## src/rtl/tmds_channel_decoder_if.sv

```systemverilog
// Word-in / decoded-out bundle for one TMDS receive channel.
// slip_count is present only with TMDS_DEC_STATS_EN defined.
interface tmds_channel_decoder_if;
  logic [9:0]  tmds_word;
  logic        locked;
  logic [3:0]  bit_offset;
  logic        de;
  logic [1:0]  ctrl;
  logic [7:0]  data;
`ifdef TMDS_DEC_STATS_EN
  logic [15:0] slip_count;
`endif

  modport master (
    output tmds_word,
    input  locked, bit_offset, de, ctrl, data
`ifdef TMDS_DEC_STATS_EN
    , input slip_count
`endif
  );

  modport slave (
    input  tmds_word,
    output locked, bit_offset, de, ctrl, data
`ifdef TMDS_DEC_STATS_EN
    , output slip_count
`endif
  );
endinterface

```

## src/rtl/tmds_channel_decoder.sv

```systemverilog
// TMDS channel receiver: word alignment search/monitor and decode.
// Define TMDS_DEC_STATS_EN to add the saturating slip_count counter.
module tmds_channel_decoder #(
  parameter int LOCK_COUNT    = 16,
  parameter int SEARCH_CYCLES = 4096,
  parameter int LOSS_CYCLES   = 65536
) (
  input logic                   clock,
  input logic                   reset,
  tmds_channel_decoder_if.slave bus
);
  localparam int TMAX =
    (SEARCH_CYCLES > LOSS_CYCLES) ?
    SEARCH_CYCLES : LOSS_CYCLES;
  localparam int TW = $clog2(TMAX);
  localparam int RW = $clog2(LOCK_COUNT + 1);

  localparam logic [TW-1:0] SEARCH_LAST =
    TW'(SEARCH_CYCLES - 1);
  localparam logic [TW-1:0] LOSS_LAST =
    TW'(LOSS_CYCLES - 1);
  localparam logic [RW-1:0] RUN_FULL =
    RW'(LOCK_COUNT);

  localparam logic [9:0] T00 = 10'b1101010100;
  localparam logic [9:0] T01 = 10'b0010101011;
  localparam logic [9:0] T10 = 10'b0101010100;
  localparam logic [9:0] T11 = 10'b1010101011;

  typedef enum logic {SEARCH, LOCKED} state_t;

  state_t        state_q, state_d;
  logic [9:0]    prev_q, prev_d;
  logic [9:0]    aligned_q, aligned_d;
  logic [9:0]    aprev_q, aprev_d;
  logic [RW-1:0] run_q, run_d;
  logic [TW-1:0] timer_q, timer_d;
  logic [3:0]    off_q, off_d;
  logic          de_q, de_d;
  logic [1:0]    ctrl_q, ctrl_d;
  logic [7:0]    data_q, data_d;

  logic [19:0] window;
  logic [19:0] shifted;
  logic        is_tok;
  logic [1:0]  tok_val;
  logic        full;
  logic        advance;
  logic [7:0]  d;
  logic [7:0]  x;
  logic [7:0]  dec;

  always_comb begin
    window    = {bus.tmds_word, prev_q};
    shifted   = window >> off_q;
    prev_d    = bus.tmds_word;
    aligned_d = shifted[9:0];
    aprev_d   = aligned_q;

    is_tok  = 1'b0;
    tok_val = 2'b00;
    unique case (1'b1)
      (aligned_q == T00): begin
        is_tok  = 1'b1;
        tok_val = 2'b00;
      end
      (aligned_q == T01): begin
        is_tok  = 1'b1;
        tok_val = 2'b01;
      end
      (aligned_q == T10): begin
        is_tok  = 1'b1;
        tok_val = 2'b10;
      end
      (aligned_q == T11): begin
        is_tok  = 1'b1;
        tok_val = 2'b11;
      end
      default: ;
    endcase

    d   = aligned_q[9] ?
          ~aligned_q[7:0] : aligned_q[7:0];
    x   = d ^ {d[6:0], 1'b0};
    dec = {aligned_q[8] ? x[7:1] : ~x[7:1],
           d[0]};

    de_d   = ~is_tok;
    data_d = is_tok ? 8'h00 : dec;
    ctrl_d = is_tok ? tok_val : ctrl_q;

    full = (run_q == RUN_FULL);
    if (!is_tok)
      run_d = '0;
    else if (aligned_q != aprev_q)
      run_d = RW'(1);
    else if (full)
      run_d = run_q;
    else
      run_d = run_q + 1'b1;

    state_d = state_q;
    timer_d = timer_q + 1'b1;
    advance = 1'b0;
    unique case (state_q)
      SEARCH: begin
        if (full) begin
          state_d = LOCKED;
          timer_d = '0;
        end else if (timer_q == SEARCH_LAST) begin
          advance = 1'b1;
          timer_d = '0;
          run_d   = '0;
        end
      end
      LOCKED: begin
        if (full) begin
          timer_d = '0;
        end else if (timer_q == LOSS_LAST) begin
          state_d = SEARCH;
          advance = 1'b1;
          timer_d = '0;
        end
      end
      default: state_d = SEARCH;
    endcase

    off_d = off_q;
    if (advance)
      off_d = (off_q == 4'd9) ?
              4'd0 : off_q + 4'd1;
  end

  always_ff @(posedge clock) begin
    if (reset) begin
      state_q   <= SEARCH;
      prev_q    <= '0;
      aligned_q <= '0;
      aprev_q   <= '0;
      run_q     <= '0;
      timer_q   <= '0;
      off_q     <= '0;
      de_q      <= 1'b0;
      ctrl_q    <= 2'b00;
      data_q    <= 8'h00;
    end else begin
      state_q   <= state_d;
      prev_q    <= prev_d;
      aligned_q <= aligned_d;
      aprev_q   <= aprev_d;
      run_q     <= run_d;
      timer_q   <= timer_d;
      off_q     <= off_d;
      de_q      <= de_d;
      ctrl_q    <= ctrl_d;
      data_q    <= data_d;
    end
  end

  // Decode keeps running while unlocked; only the outputs are gated.
  assign bus.locked     = (state_q == LOCKED);
  assign bus.bit_offset = off_q;
  assign bus.de         = bus.locked & de_q;
  assign bus.ctrl       = bus.locked ? ctrl_q : 2'b00;
  assign bus.data       = bus.locked ? data_q : 8'h00;

`ifdef TMDS_DEC_STATS_EN
  logic [15:0] slip_q, slip_d;

  always_comb begin
    slip_d = slip_q;
    if (advance && slip_q != 16'hFFFF)
      slip_d = slip_q + 16'd1;
  end

  always_ff @(posedge clock) begin
    if (reset) slip_q <= '0;
    else       slip_q <= slip_d;
  end

  assign bus.slip_count = slip_q;
`endif
endmodule
```

## src/flat_wrapper.sv

```systemverilog
// flat-port wrapper written by rule: the top's interface ports become plain ports
module tmds_channel_decoder_flat 
#(
  parameter int LOCK_COUNT    = 16,
  parameter int SEARCH_CYCLES = 4096,
  parameter int LOSS_CYCLES   = 65536
)
  (clock, reset, bus_tmds_word, bus_locked, bus_bit_offset, bus_de, bus_ctrl, bus_data);
  tmds_channel_decoder_if bus_i ();
  input logic clock;
  input logic reset;
  input wire logic [$bits(bus_i.tmds_word)-1:0] bus_tmds_word;
  output wire logic [$bits(bus_i.locked)-1:0] bus_locked;
  output wire logic [$bits(bus_i.bit_offset)-1:0] bus_bit_offset;
  output wire logic [$bits(bus_i.de)-1:0] bus_de;
  output wire logic [$bits(bus_i.ctrl)-1:0] bus_ctrl;
  output wire logic [$bits(bus_i.data)-1:0] bus_data;
  assign bus_i.tmds_word = bus_tmds_word;
  assign bus_locked = bus_i.locked;
  assign bus_bit_offset = bus_i.bit_offset;
  assign bus_de = bus_i.de;
  assign bus_ctrl = bus_i.ctrl;
  assign bus_data = bus_i.data;
  tmds_channel_decoder #(.LOCK_COUNT(LOCK_COUNT), .SEARCH_CYCLES(SEARCH_CYCLES), .LOSS_CYCLES(LOSS_CYCLES)) u_core (.clock(clock), .reset(reset), .bus(bus_i));
endmodule
```

## config.mk

```make
export PLATFORM = sky130hd
export DESIGN_NAME = tmds_channel_decoder_flat
export DESIGN_NICKNAME = d
export VERILOG_FILES = /design/src/rtl/tmds_channel_decoder_if.sv /design/src/rtl/tmds_channel_decoder.sv /design/src/flat_wrapper.sv
export SDC_FILE = /design/constraint.sdc
export NUM_CORES = 1
export LEC_CHECK = 0
export ABC_AREA = 1
export BUFFER_PORTS_ARGS = -buffer_cell sky130_fd_sc_hd__clkbuf_2
export CAP_MARGIN = 5
export CORE_MARGIN = 8
export CORE_UTILIZATION = 35
export DETAILED_ROUTE_END_ITERATION = 8
export GPL_TIMING_DRIVEN = 0
export PLACE_DENSITY = 0.5
export SLEW_MARGIN = 20
export SYNTH_ARGS = -nofsm -noshare
export SYNTH_HDL_FRONTEND = slang
export SYNTH_SLANG_ARGS = --single-unit
```

## constraint.sdc

```tcl
create_clock -name clock -period 2.2 [get_ports clock]
set_clock_uncertainty 0.15 [all_clocks]
set_input_delay 0.22 -clock clock [delete_from_list [all_inputs] [get_ports clock]]
set_output_delay 0.22 -clock clock [all_outputs]
set_load 0.01 [all_outputs]
```

==> metrics.yaml <==
outcome:
  run_status: "finished clean"
clocking:
  cts-htree-levels: 3
  tritoncts: "yes"
  cts.sinks: 67
  post_cts_resized: 0
  postCtsSetupRepairBufs: 0
  ctsHoldBuffers: 10
  clk_latency_ns: 0.34
  root_buffer: "clkbuf_8"
  cts_buffers: 9
  path_clk_slew_ns: 0.07
  clock_path_buffers: 2
die:
  die_y_microns: 117.4
  fp.coreArea_sq_mm: 0.01014
  rows: 37
  initial_core_util_pct: 35.47
  dieWidth_microns: 117.4
  ioPinCount: 28
  dieArea_sq_mm: 0.01377
yosys:
  syn_avg_cell_area_sq_um: 6.929
  synth_warnings: 0
  ys_async_sr_fraction_pct: 0
  yosys.area.top_type_share_pct: 37.30
  seq_area_frac_synth_pct: 37.30
  yosys.area.top_type: "dfxtp_1"
  ys_types: 34
  synth_cells: 519
  ys_seq_elements: 67
  synthFlopType: "dfxtp_1"
  synth.area.top_cells: "dfxtp_1 (37%), nand2_1 (12%), nor2_1 (7.5%)"
  synth_edf_count: 0
  synth.cell_area_sq_mm: 0.003596
  syn-num-nets: 542
timing:
  tightest_slew_ns: 0.5459
  rsz0062_at_grt: "false"
  hold_viol: 0
  period_share_pct: 88.60
  clock.fmax_mhz: 513.0
  setup_viol: 0
  final.min_clock_period_ns: 1.949
  setup_tns_ns: 0
  maxSlewViolCount: 0
  slew_headroom_pct: 63.61
setup_path:
  crit_chain: "clkbuf_1 > nand2_1 > inv_1 > clkbuf_2"
  cp.required_ns: 1.83
  crit_buf_inv: 3
  cp_top_family: "buffers and inverters"
  critPathMaxStageDelay_ns: 0.54
  rr_worst_depth: 9
  crit_arrival_ns: 1.58
  crit_type: "reg2out"
  endpoint_kind: "output pin"
  r2r_slack_ns: 0.42
  cp.depth: 4
  slowest_stage: "dfxtp_1"
  critical_path_peak_fanout: 10
  critical_path.startpoint_type: "register"
route:
  first_pass_iters: 5
  wire_per_inst_microns: 12.30
  drcViolationCount: 0
  antenna_left: 0
  vias: 3246
  wl_mm: 8.694
  viasPerCell: 4.591
  drt-initial-drc-count: 169
finish:
  fill_cells: 1120
  drive_gt1_share_pct: 13.84
  n_antenna_cell: 0
  regArea_sq_mm: 0.001341
  nNetsFinal: 589
  final_cell_area_sq_mm: 0.004260
  layout_common_cells: "nand2_1 (119), nor2_1 (72), dfxtp_1 (67)"
  layout_commonest_cell: "nand2_1"
  multi_input_area_sq_mm: 0.001933
  synthToLayoutAreaGrowth_pct: 18.48
worst_hold_path:
  hold_path_class: "in2reg"
  hold_depth: 2
placed_design:
  io_buffers: 26
  gp_congestion: 0.8106
  dpl_cell_area_sq_mm: 0.003896
  dp_hpwl_mm: 6.594
power_and_ir_drop:
  power_per_cell_area_mw_per_mm2: 664.6
  ir_drop_mv: 0.3063
  power_leakage_uw: 0.001948
flow_run:
  cap_violations: 0
global_routing:
  grt_pass1_wl_mm: 15.23
  track_usage_pct: 13.32
  antenna_found_initial: 0
  grt_max_degree: 13
  grt_pass1_vias: 3280
  overflow: 0
-- cells by family (layout without fill, tap and decap cells) --
group	count (synthesis)	in the layout	synth area share (%)
AO/OA/AOI/OAI	49	49	7.168
XOR/XNOR	27	27	6.576
adder cells (fa/ha/maj)	11	11	3.827
buffers and inverters	81	133	8.942
flip-flops	67	67	37.30
AND/OR/NAND/NOR	284	284	36.19
-- worst register-to-register path: cells and delay by family, from the launching register on --
family	cells	cell delay [ns]
AND/OR/NAND/NOR	7	0.82
flip-flops	1	0.37
buffers and inverters	1	0.17
adder cells (fa/ha/maj)	1	0.18
-- metrics by stage --
step                power (uW)  utilization, %  instances  worst slack [ns]  hold slack (ns)
finish                    2832           42.02        707            0.2508           0.1280
CTS                       2884           42.02        707            0.2023           0.1155
detailed placement        1484           38.43        681            0.3960           0.3022
global route              2976           42.02        707           0.04464           0.1744
global placement          1482           38.43        681            0.4064           0.2978
floorplan                 1429               -        519            0.5993           0.1770
-- Yosys cell counts, types with 3 or more instances --
cell type,n
ha_1,11
xnor2_1,12
buf_2,5
inv_1,63
nand3_1,53
nor2_1,72
nor2_4,3
xor2_1,15
dfxtp_1,67
nand4_1,3
clkbuf_1,9
nor3_1,5
or2_2,11
nand2_2,4
nand2_1,119
o21ai_0,24
a21oi_1,20
-- registers in the layout, summed over array words and instances, names as in the netlist --
register               cells
u_core.timer_q            16
u_core.aligned_q          10
u_core.aprev_q            10
u_core.prev_q             10
u_core.data_q              8
u_core.run_q               5
u_core.bus.bit_offset      4
u_core.ctrl_q              2
u_core.bus.locked          1
u_core.de_q                1
-- final timing paths --
path                startpoint                 to
min reg2reg   u_core.ctrl_q[0]   u_core.ctrl_q[0]
min                      reset   u_core.ctrl_q[0]
max reg2reg  u_core.timer_q[0]  u_core.timer_q[9]
max          u_core.bus.locked             bus_de
-- power breakdown --
group | internal [uW] | leakage, uW | switching [uW]
clock | 865 | 0.000125 | 498
sequential | 1250 | 0.000548 | 21.6
combinational | 81.3 | 0.00127 | 111
-- layout make-up --
class                           count  area share [%]
Clock buffer                        9           2.907
Buffer                             18           1.997
Clock inverter                      7           3.289
Multi-Input combinational cell    371           45.37
Sequential cell                    67           31.48
Tap cell                          136           3.994
Inverter                           63           5.551
Timing Repair Buffer               36           5.404
-- routing by layer --
metal	vias to the layer above	track usage, %	share of wire (%)
met5	-	0	0
met3	12	3.405	3.4
met1	1471	15.79	48
met4	0	5.272	1.8
li1	1721	-	-
met2	42	22.47	47
No activity file was read; power rests on OpenSTA's default activity.
